## config.mk

```make
export PLATFORM = sky130hd
export DESIGN_NAME = rom_16x4
export DESIGN_NICKNAME = d
export VERILOG_FILES = /design/src/rtl/rom_16x4.sv
export SDC_FILE = /design/constraint.sdc
export NUM_CORES = 1
export LEC_CHECK = 0
export BUFFER_PORTS_ARGS = -buffer_cell sky130_fd_sc_hd__clkbuf_2
export CORE_AREA = 5 5 42 44
export DETAILED_ROUTE_END_ITERATION = 7
export DIE_AREA = 0 0 47 49
export GPL_TIMING_DRIVEN = 0
export SYNTH_ARGS = -nofsm -noshare
export SYNTH_HDL_FRONTEND = slang
export SYNTH_SLANG_ARGS = --single-unit
```

## constraint.sdc

```tcl
create_clock -name clk -period 0.9 [get_ports clk]
set_input_delay 0.18 -clock clk [delete_from_list [all_inputs] [get_ports clk]]
set_output_delay 0.18 -clock clk [all_outputs]
set_load 0.1 [all_outputs]
```

## src/rtl/rom_16x4.sv

```systemverilog
// 16x4 constant lookup table (4-bit substitution box) with a registered read port.
// One read per enabled clock edge; data holds while en is low.
module rom_16x4 #(
  parameter int                 ADDR_W     = 4,
  parameter int                 DATA_W     = 4,
  parameter logic [DATA_W-1:0]  RESET_DATA = 4'h0
) (
  input  logic              clk,
  input  logic              rst_n,
  input  logic              en,
  input  logic [ADDR_W-1:0] addr,
  output logic [DATA_W-1:0] data,
  output logic              valid
);

  // valid/data contract: no handshake, no backpressure. A rising edge with en=1
  // captures ROM[addr] into data and raises valid for exactly the following
  // cycle; an edge with en=0 keeps data and drops valid.
  logic [DATA_W-1:0] lookup;

  // Unknown (X/Z) addresses fall through to the default arm and read as zero.
  always_comb begin
    lookup = '0;
    case (addr)
      4'h0:    lookup = 4'hE;
      4'h1:    lookup = 4'h4;
      4'h2:    lookup = 4'hD;
      4'h3:    lookup = 4'h1;
      4'h4:    lookup = 4'h2;
      4'h5:    lookup = 4'hF;
      4'h6:    lookup = 4'hB;
      4'h7:    lookup = 4'h8;
      4'h8:    lookup = 4'h3;
      4'h9:    lookup = 4'hA;
      4'hA:    lookup = 4'h6;
      4'hB:    lookup = 4'hC;
      4'hC:    lookup = 4'h5;
      4'hD:    lookup = 4'h9;
      4'hE:    lookup = 4'h0;
      4'hF:    lookup = 4'h7;
      default: lookup = 4'h0;
    endcase
  end

  always_ff @(posedge clk or negedge rst_n) begin
    if (!rst_n) begin
      data  <= RESET_DATA;
      valid <= 1'b0;
    end else if (en) begin
      data  <= lookup;
      valid <= 1'b1;
    end else begin
      valid <= 1'b0;
    end
  end

endmodule

```

Word-level counts from Yosys, hierarchy flattened

Memory sizes are Yosys's and may differ from the RTL's. A register that Yosys moved wholly into a read port is not among the register bits.
Index checks and enable logic that the tools add are counted.

Memories: 1
Bits in latches: 0
Output and inout bits: 5
Memory bits (writable): 0
Input port bits: 7
ROM bits: 64
Logic and storage cells: 4
Bits in registers: 1

Shift operators: 0
Multiply operators: 0
Equal/unequal tests: 0
Reductions and logical operators: 1
Add/subtract/negate cells: 0
Div/mod/pow operators: 0
Muxes and demuxes: 1
Order comparisons: 0
Bitwise operators: 0

Memories:

| name             | depth | bits a word | read ports | clocked after Yosys merged registers in | write ports | RTL line | text |
|---|---|---|---|---|---|---|---|
| (name not given) | 16    | 4           | 1          | 1                                       | 0           | 24       | `case (addr)` |

Operators with widths:

| kind             | count |
|---|---|
| $logic_not A1 Y1 | 1 |
| $mux W1          | 1 |

Logic depth before layout (Yosys ltp)

Gate-level depths: netlist of run 1.

Depth after elaboration: 1
Mapped depth: 5
Mapped depth without buffers: 5

Least setup slack after synthesis of run 1

No wires, ideal clock.

Path type: reg-to-reg
Start point: reg data[1] (netlist name)
End point: reg data[1]
Setup slack: -0.409 ns
Period minus slack after synthesis: 1.309 ns
Buffers on the path: 0
Cell stages (with the launch flop): 2
Arrival time: 1.182 ns
Library setup time: 0.126 ns
Required time: 0.774 ns
Path through: dfrtp_1 a221o_1

RTL lines:

| element          | RTL line | text |
|---|---|---|
| end: declaration | 12       | `output logic [DATA_W-1:0] data,` |

Final worst setup path of run 1

Start point: reg data[3]
End point: out data[3]

No word-level cell between the ends.

==> metrics.md, run 1 <==
| Metric | Value |
|---|---|
| Outcome | finished, violations left |
| Failing checks | setup timing |
| Routed wire length | 947 um |
| Row count | 14 |
| First-pass DRT Iterations | 4 |
| Die W | about 47 um |
| CTS clk-pin slew, worst paths | around 0.04 ns |
| Peak Freq | 901 MHz |
| Synth Register Bits | 5 |
| Worst R2R Start | data[1] |
| Die H | 49 um |
| Arr. time, crit path | 0.93 ns |
| Post-synthesis sequential area ratio | about a third |
| WHS Endpoint | valid |
| GPL Wtd Cong | 0.749 |
| WL/cell | 12.6 um |
| Nets | slightly above 70 |
| Power density cells | around 1500 nW/um2 |
| Inserted Diodes | 0 |
| CP Capture Type | output port |
| Post-synth ARST share | 100% |
| Sink Count | 5 |
| Share of cells above drive strength 1 | 50.8% |
| Sw frac | a little under two fifths |
| Startpoint types | flop |
| Setup WS post-layout | -0.210 ns |
| Crit-path max cell delay | around 0.48 ns |
| Synthesized area per cell | 9.54 um2 |
| DRC | 0 |
| Final Critical Period | 1.11 ns |
| Area of the mapped netlist | around 380 um2 |
| Clock latency on the worst-skew pair | between 0.2 and 0.25 ns |
| CP max FO | 2 |
| Initial antenna violation count | 0 |
| Total CTS buffers | 3 |
| Pin count of the biggest net entering global routing | 11 |
| CP max stage cell | dfrtp_4 |
| Max H-tree Level | 1 |
| Largest cells by area after synthesis | dfrtp_1 33%, ha_1 16%, nand3b_1 3.9% |
| Final Hold Fails | 0 |
| Routed vias | approximately 370 |
| Top Ports | 12 |
| TritonCTS clock tree | done |
| I/O Buffers | 11 |
| Final Non-Filler Cells | 75 |
| Logic pwr share | a little under half |
| Final ANT Viol Nets | 0 |
| Cell Chain, Critical Path | clkbuf_16 |
| Initial Utilization | a little over a quarter |
| Final Cycle Share | 123% |
| Clock root cell | clkbuf_4 |
| Flop pwr share | 27.7% |
| Most common cell after layout, fill and taps aside | clkbuf_16 |
| Clock network fraction of design power | about a quarter |
| Top cell type's share of synthesized area | 32.8% |
| FF-to-FF End | data[1] |
| Max Root-Sink Buffers | 2 |
| Normalized max-slew margin | 85.1% |
| Internal | around 0.65 mW |
| Worst R2R Path Depth | 1 |
| Post-synth EDFFs | 0 |
| First-pass GRT wire length | approximately 1.7 mm |
| Vias per inst | a little under 5 |
| RSZ-0062 raised after global routing | true |
| Crit Path Class | reg -> out |
| Unique cell type count in the Yosys netlist | 26 |
| Iteration-0 DRC count of the detailed router | 4 |
| Post-Syn Instances | 40 |
| Hold depth | 1 |
| Final Max Slew Viols | 0 |
| Clock Skew | 0 ns |
| Worst endpoint required time | a little over 0.7 ns |
| Ys flop type | dfrtp_1 |
| Worst Hold Class | in -> reg |
| Die area | between 2000 and 2500 um2 |
| Layout area overhead | 86.9% |
| Worst hold margin | 0.114 ns |
| Most frequent cells in the layout | 7 x clkbuf_16, 4 x ha_1, 4 x dfrtp_4, 4 x clkbuf_2 |
| YS warnings | 0 |
| Total gr overflow | 0 |
| CP bufs+invs | 1 |
| Worst Max-Slew Pin Slew | approximately 0.22 ns |
| Crit path max-delay family | flip-flops |
| Total Routing Usage GR | between 10% and 20% |
| Net Switching | around 0.4 mW |
| Final setup vio count | 6 |
| HP Start | en |
| Max IR drop VDD | between 0.3 and 0.4 mV |
| Max cap viols | 0 |
| Vias in the first global route | approximately 380 |
| P_leak | about 0.32 nW |
| Mapped Nets | 52 |
| Yosys top cell by area | dfrtp_1 |
| Inst Count DP | between 60 and 70 |
| FF-to-FF setup slack | -0.01 ns |
| Core area | 1400 um2 |
==> sequential cells by signal, summed over array words and instances, names as in the netlist <==
signal	count
data	4
valid	1
==> power by group through the flow <==
stage | registers [mW] | logic, mW | clock network [mW]
3_3_place_gp | 0.284 | 0.359 | 0
5_1_grt | 0.297 | 0.531 | 0.286
6_report | 0.293 | 0.505 | 0.260
3_5_place_dp | 0.284 | 0.362 | 0
4_1_cts | 0.291 | 0.493 | 0.273
2_1_floorplan | 0.475 | 0.0933 | 0
==> cell usage after synthesis (all sizes together) (2+ instances only) <==
cell type	instances
dfrtp	5
nand2	3
o21ai	2
ha	5
nor2b	3
inv	4
nand3b	2
==> layout make-up <==
cell class / instances / area, um2
buffer: 1 / 11.3
clock buffer: 4 / 26.3
fill: 129 / 688
inverter: 4 / 30.0
multi-input combinational: 30 / 256
sequential: 5 / 141
tap: 16 / 20.0
timing repair buffer: 15 / 228
==> per-layer routing <==
layer  vias to the layer above  track usage, %  share of wire (%)
met4                         0            6.91                3.1
met1                       168            11.5                 41
met3                         5            3.69                8.3
met5                         -               0                  0
met2                        18            15.6                 48
li1                        182               -                  -
==> cell families after synthesis <==
family	Yosys count	share of synthesized area [%]
and+or+nand+nor	14	22.0
AOI/OAI and AO/OA	11	22.0
buffers and inverters	5	6.88
adders and majority gates	5	16.4
DFF	5	32.8
==> per-stage QoR <==
step / TNS [ns] / total power [mW] / worst slack [ns] / util [%] / instance area [um2]
after floorplan: -0.333 / 0.568 / -0.165 / - / 425
after global placement: -1.63 / 0.643 / -0.363 / 35.7 / 500
after detailed placement: -1.68 / 0.646 / -0.371 / 35.7 / 500
after CTS: -0.983 / 1.06 / -0.215 / 49.6 / 694
after global routing: -1.12 / 1.11 / -0.236 / 50.9 / 713
final: -0.978 / 1.06 / -0.210 / 50.9 / 713
==> worst max path at each step <==
| stage | start | endpoint | slack, ns | cells after the start |
|---|---|---|---|---|
| after floorplan | data[1] | data[1] | -0.17 | 1 |
| after global placement | addr[1] | data[0] | -0.36 | 6 |
| after detailed placement | addr[1] | data[0] | -0.37 | 6 |
| after CTS | data[0] | data[0] | -0.22 | 1 |
| after global routing | data[0] | data[0] | -0.24 | 1 |
| final | data[3] | data[3] | -0.21 | 1 |
==> repair_timing <==
item                                    4_1_cts  5_1_grt
hold buffers                                  1        0
hold endpoints to repair                      5        0
pin swaps                                     0        1
buffers inserted                              2        1
gates resized for setup                      22        3
endpoints found under the setup margin        8        8
Power figures use the tool's default switching activity.
==> inputs of run 2 (changes only) <==
--- a/config.mk
+++ b/config.mk
@@ -10,6 +10,7 @@
 export DETAILED_ROUTE_END_ITERATION = 7
 export DIE_AREA = 0 0 47 49
 export GPL_TIMING_DRIVEN = 0
+export SETUP_SLACK_MARGIN = 0.2
 export SYNTH_ARGS = -nofsm -noshare
 export SYNTH_HDL_FRONTEND = slang
 export SYNTH_SLANG_ARGS = --single-unit
==> run 2 against run 1 <==
Effect of this change:
- the flow still finishes with violations (setup timing)
- critical path depth stayed put
- global-route usage is 0.79 points lower
- design area is 0.18% lower
- total power is 1.7% higher
- sequential power hardly changed
- sequential cell count stayed put
- worst hold slack worse by 0.0031 ns
- wire length is 2.1% higher
- non-clock buffer count is 2 higher
- setup slack worse by 0.0023 ns
- clock skew stayed put
- largest cell class unchanged
==> metrics.md, run 2 (same netlist as run 1, synthesis figures left out) <==
| Metric | Value |
|---|---|
| Reg with most FFs | data (unchanged) |
| Clock Skew | 0 ns (unchanged) |
| Sequential cell area | 144 um2 (was 141 um2) |
| Nets | 74 (was 72) |
| Worst Max-Slew Pin Slew | 0.226 ns (was 0.221 ns) |
| Final ANT Viol Nets | 0 (unchanged) |
| Max cap viols | 0 (unchanged) |
| Inst Count DP | 67 (unchanged) |
| Share of cells above drive strength 1 | 52.5% (was 50.8%) |
| Startpoint types | flop (unchanged) |
| Max IR drop VDD | 0.431 mV (was 0.383 mV) |
| Iteration-0 DRC count of the detailed router | 2 (was 4) |
| Biggest regs | data (4), valid (1) (unchanged) |
| Post-DP HPWL | roughly 670 um |
| Total CTS buffers | 3 (unchanged) |
| Outcome | finished, violations left (unchanged) |
| Setup WS post-layout | -0.212 ns (was -0.210 ns) |
| Worst R2R Start | data[1] (unchanged) |
| RSZ-0062 raised after global routing | true (unchanged) |
| Worst endpoint required time | 0.72 ns (about the same) |
| CP max FO | 2 (unchanged) |
| First-pass DRT Iterations | 4 (unchanged) |
| GPL Wtd Cong | 0.657 (was 0.749) |
| Layout area overhead | 86.6% (was 86.9%) |
| Crit path max-delay family | flip-flops (unchanged) |
| Clock latency on the worst-skew pair | 0.24 ns (about the same) |
| Routed wire length | 967 um (was 947 um) |
| TritonCTS clock tree | done (unchanged) |
| Row count | 14 (unchanged) |
| Met1 wire length | 398 um (was 387 um) |
| Met2 wire length | 486 um (was 451 um) |
| Final Non-Filler Cells | 77 (was 75) |
| Final Hold Fails | 0 (unchanged) |
| Max reg flops | 4 (unchanged) |
| Crit Path Class | reg -> out (unchanged) |
| Worst Hold Class | in -> reg (unchanged) |
| CP bufs+invs | 1 (unchanged) |
| Vias in the first global route | 361 (was 379) |
| CP max stage cell | dfrtp_4 (unchanged) |
| Total gr overflow | 0 (unchanged) |
| Die area | 2300 um2 (unchanged) |
| Initial Utilization | 27.2% (unchanged) |
| Die W | 47 um (unchanged) |
| Core area | 1400 um2 (unchanged) |
| CTS clk-pin slew, worst paths | 0.04 ns (about the same) |
| Vias per inst | 4.78 (was 4.97) |
| Pin count of the biggest net entering global routing | 11 (unchanged) |
| Power density cells | 1510 nW/um2 (was 1480 nW/um2) |
| CP Capture Type | output port (unchanged) |
| Arr. time, crit path | 0.93 ns (about the same) |
| Cell Chain, Critical Path | clkbuf_16 (unchanged) |
| Initial antenna violation count | 0 (unchanged) |
| DR top layer | met4 (unchanged) |
| P_leak | 0.318 nW (about the same) |
| Normalized max-slew margin | 84.9% (was 85.1%) |
| Max H-tree Level | 1 (unchanged) |
| Area of the multi-input gates | 256 um2 (unchanged) |
| Peak Freq | 899 MHz (was 901 MHz) |
| Critical Path Start | data[1] (was data[3]) |
| WL met3 | 66 um (was 79 um) |
| Sink Count | 5 (unchanged) |
| I/O Buffers | 11 (unchanged) |
| Total Routing Usage GR | 9.52% (was 10.3%) |
| Final Critical Period | 1.11 ns (about the same) |
| First-pass GRT wire length | 1.59 mm (was 1.67 mm) |
| Routed vias | 368 (was 373) |
| Clock root cell | clkbuf_4 (unchanged) |
| Most frequent cells in the layout | 5 x dfrtp_4, 5 x clkbuf_16, 4 x ha_1, 4 x clkbuf_2 (was 7 x clkbuf_16, 4 x ha_1, 4 x dfrtp_4, 4 x clkbuf_2) |
| TNS Setup | -1.23 ns (was -0.978 ns) |
| Failing checks | setup timing (unchanged) |
| Final Max Slew Viols | 0 (unchanged) |
| Top Ports | 12 (unchanged) |
| Final setup vio count | 8 (was 6) |
| HP Start | en (unchanged) |
| Crit-path max cell delay | 0.48 ns (about the same) |
| DRC | 0 (unchanged) |
| Die H | 49 um (unchanged) |
| Max Root-Sink Buffers | 2 (unchanged) |
| Post-Place Worst Slack | -0.375 ns (was -0.371 ns) |
| Final Cycle Share | 124% (was 123%) |
| Inserted Diodes | 0 (unchanged) |
| WL/cell | 12.6 um (about the same) |
| Fillcell total | 133 (was 129) |
-- run 2: changes by cell type in the layout (fill, tap and decap cells not counted), sizes merged --
cell	previous run	this run
clkbuf	15	14
buf	4	7
-- run 2: cell type report --
class,instances,share of cell area [%]
clock buffers,4,3.69
repair buffers,17,32.2
flip-flops and latches,5,20.2
plain buffers,1,1.58
inverters,4,3.51
multi-input cells,30,36.0
well taps,16,2.81
-- run 2: path summary, 6_finish.rpt --
path | endpoint | slack [ns] | cells past startpoint
worst max-delay path | data[1] | -0.21 | 1
worst min-delay path | valid | 0.11 | 1
worst max register to register | data[1] | -0.11 | 2
worst min register to register | data[1] | 0.67 | 2
max in group asynchronous | data[3] | 0.46 | 2
min in group asynchronous | valid | 0.29 | 2
-- run 2: routing by layer --
metal / track usage [%] / vias to the layer above
met5: 0 / -
met4: 5.53 / 0
met3: 1.48 / 2
met2: 13.8 / 14
met1: 12.8 / 169
li1: - / 183
-- run 2: what timing repair did --
item                       in CTS  in global routing
pin swaps                       0                  1
resized for setup              20                  4
hold endpoints to repair        5                  0
buffers inserted                5                  0
hold buffers                    1                  0
setup endpoints to repair       9                  9
-- run 2: where the power goes --
group	internal [mW]	switching, mW
combinational	0.234	0.290
clock	0.167	0.0887
sequential	0.268	0.0281
total	0.669	0.407
-- run 2: stage by stage --
step	utilization, %	hold slack, ns	area (um2)	total power [mW]
finish	50.8	0.111	712	1.08
global route	50.8	0.117	712	1.14
CTS	50.0	0.103	701	1.07
detailed placement	35.9	0.00182	503	0.649
global placement	35.9	-0.00261	503	0.645
floorplan	-	-0.116	428	0.570
==> inputs of run 3 (changes only) <==
--- a/config.mk
+++ b/config.mk
@@ -11,6 +11,7 @@
 export DIE_AREA = 0 0 47 49
 export GPL_TIMING_DRIVEN = 0
 export SETUP_SLACK_MARGIN = 0.2
+export SKIP_LAST_GASP = 1
 export SYNTH_ARGS = -nofsm -noshare
 export SYNTH_HDL_FRONTEND = slang
 export SYNTH_SLANG_ARGS = --single-unit
==> run 3 against run 2 <==
Effect of this change:
- the flow still finishes with violations (setup timing)
- sequential share of layout area grew 0.11 points
- register-to-register slack lost 0.02 ns
- design area shrank 0.53%
- utilization shrank 0.27 points
- die area is the same
- critical path depth is the same
- non-clock buffer count is the same
- via count is the same
- critical path type unchanged
- critical endpoint is now data[3]
- highest routed layer unchanged
==> metrics.md, run 3 (same netlist as run 1, synthesis figures left out) <==
| Metric | Value |
|---|---|
| Clock latency on the worst-skew pair | 0.24 ns (about the same) |
| Initial antenna violation count | 0 (unchanged) |
| Top Ports | 12 (unchanged) |
| TritonCTS clock tree | done (unchanged) |
| Util after Layout | 50.5% (was 50.8%) |
| Inserted Diodes | 0 (unchanged) |
| Startpoint types | flop (unchanged) |
| Nets | 74 (unchanged) |
| Max IR drop VDD | 0.426 mV (was 0.431 mV) |
| Die W | 47 um (unchanged) |
| Most frequent cells in the layout | 5 x dfrtp_4, 5 x clkbuf_16, 4 x ha_1, 4 x clkbuf_2, 4 x buf_4 (was 5 x dfrtp_4, 5 x clkbuf_16, 4 x ha_1, 4 x clkbuf_2) |
| Power density cells | 1510 nW/um2 (about the same) |
| Max cap viols | 0 (unchanged) |
| Crit Path Class | reg -> out (unchanged) |
| Post-Place Worst Slack | -0.375 ns (unchanged) |
| Total gr overflow | 0 (unchanged) |
| Final Hold Fails | 0 (unchanged) |
| Pin count of the biggest net entering global routing | 11 (unchanged) |
| Initial Utilization | 27.2% (unchanged) |
| Normalized max-slew margin | 84.9% (unchanged) |
| Share of cells above drive strength 1 | 52.5% (unchanged) |
| RSZ-0062 raised after global routing | true (unchanged) |
| Vias per inst | 4.78 (unchanged) |
| CTS clk-pin slew, worst paths | 0.04 ns (about the same) |
| Total CTS buffers | 3 (unchanged) |
| Vias in the first global route | 361 (unchanged) |
| Worst endpoint required time | 0.72 ns (about the same) |
| First-pass GRT wire length | 1.59 mm (unchanged) |
| Routed vias | 368 (unchanged) |
| Total Routing Usage GR | 9.52% (unchanged) |
| Final Critical Period | 1.11 ns (about the same) |
| Worst Max-Slew Pin Slew | 0.226 ns (unchanged) |
| Worst hold margin | 0.111 ns (unchanged) |
| Worst Hold Class | in -> reg (unchanged) |
| P_leak | 0.317 nW (was 0.318 nW) |
| Cell Chain, Critical Path | clkbuf_16 (unchanged) |
| Layout area overhead | 85.6% (was 86.6%) |
| Crit-path max cell delay | 0.48 ns (about the same) |
| DRC | 0 (unchanged) |
| Final ANT Viol Nets | 0 (unchanged) |
| Max reg flops | 4 (unchanged) |
| Post-DP HPWL | 669 um (unchanged) |
| CP max FO | 2 (unchanged) |
| Sink Count | 5 (unchanged) |
| WL/cell | 12.6 um (unchanged) |
| Routed wire length | 967 um (unchanged) |
| I/O Buffers | 11 (unchanged) |
| Die H | 49 um (unchanged) |
| Outcome | finished, violations left (unchanged) |
| Failing checks | setup timing (unchanged) |
| Core area | 1400 um2 (unchanged) |
| Clock Skew | 0 ns (unchanged) |
| Iteration-0 DRC count of the detailed router | 2 (unchanged) |
| Reg with most FFs | data (unchanged) |
| Crit path max-delay family | flip-flops (unchanged) |
| Max H-tree Level | 1 (unchanged) |
| First-pass DRT Iterations | 4 (unchanged) |
| CP max stage cell | dfrtp_4 (unchanged) |
| Die area | 2300 um2 (unchanged) |
| Peak Freq | 902 MHz (was 899 MHz) |
| Biggest regs | data (4), valid (1) (unchanged) |
| CP bufs+invs | 1 (unchanged) |
| Final setup vio count | 8 (unchanged) |
| Row count | 14 (unchanged) |
| GPL Wtd Cong | 0.657 (unchanged) |
| Setup WS post-layout | -0.209 ns (was -0.212 ns) |
| Arr. time, crit path | 0.93 ns (about the same) |
| Clock root cell | clkbuf_4 (unchanged) |
| Final Max Slew Viols | 0 (unchanged) |
| CP Capture Type | output port (unchanged) |
| Max Root-Sink Buffers | 2 (unchanged) |
| Final Cycle Share | 123% (was 124%) |
[run 3: final cells by class]
class | count | area (um2)
Fill cell | 135 | 693
Multi-Input combinational cell | 30 | 256
Timing Repair Buffer | 17 | 225
Sequential cell | 5 | 144
Clock buffer | 4 | 26.3
Inverter | 4 | 25.0
Tap cell | 16 | 20.0
Buffer | 1 | 11.3
[run 3: stage by stage]
stage	instances	setup TNS, ns	total power [mW]	instance area, um2
after global routing	77	-1.48	1.13	708
after global placement	67	-1.68	0.645	503
final	77	-1.23	1.07	708
after CTS	77	-1.23	1.07	701
after floorplan	40	-0.333	0.570	428
after detailed placement	67	-1.74	0.649	503
[run 3: what timing repair did]
| action | 4_1_cts | 5_1_grt |
|---|---|---|
| gates resized for setup | 20 | 3 |
| endpoints found under the hold margin | 5 | 0 |
| setup buffers | 5 | 0 |
| hold buffers | 1 | 0 |
| pin swaps | 0 | 1 |
| endpoints found under the setup margin | 9 | 9 |
[run 3: power breakdown]
group	total, mW	switching (mW)	internal (mW)
logic	0.520	0.290	0.230
registers	0.295	0.0271	0.268
clock network	0.256	0.0887	0.167
total	1.07	0.405	0.666
[run 3: final timing paths]
| path | slack (ns) | to | cells past startpoint | start |
|---|---|---|---|---|
| min in group asynchronous | 0.29 | valid | 2 | rst_n |
| max in group asynchronous | 0.46 | data[3] | 2 | rst_n |
| min reg2reg | 0.67 | data[1] | 2 | data[1] |
| max reg2reg | -0.13 | data[1] | 2 | data[1] |
| min | 0.11 | valid | 1 | en |
| max | -0.21 | data[3] | 1 | data[3] |
[run 3: per-layer routing]
layer | global-route usage, % | wire length (um) | up-vias
li1 | - | - | 183
met1 | 12.8 | 397 | 169
met2 | 13.8 | 486 | 14
met3 | 1.48 | 66 | 2
met4 | 5.53 | 17 | 0
met5 | 0 | 0 | -
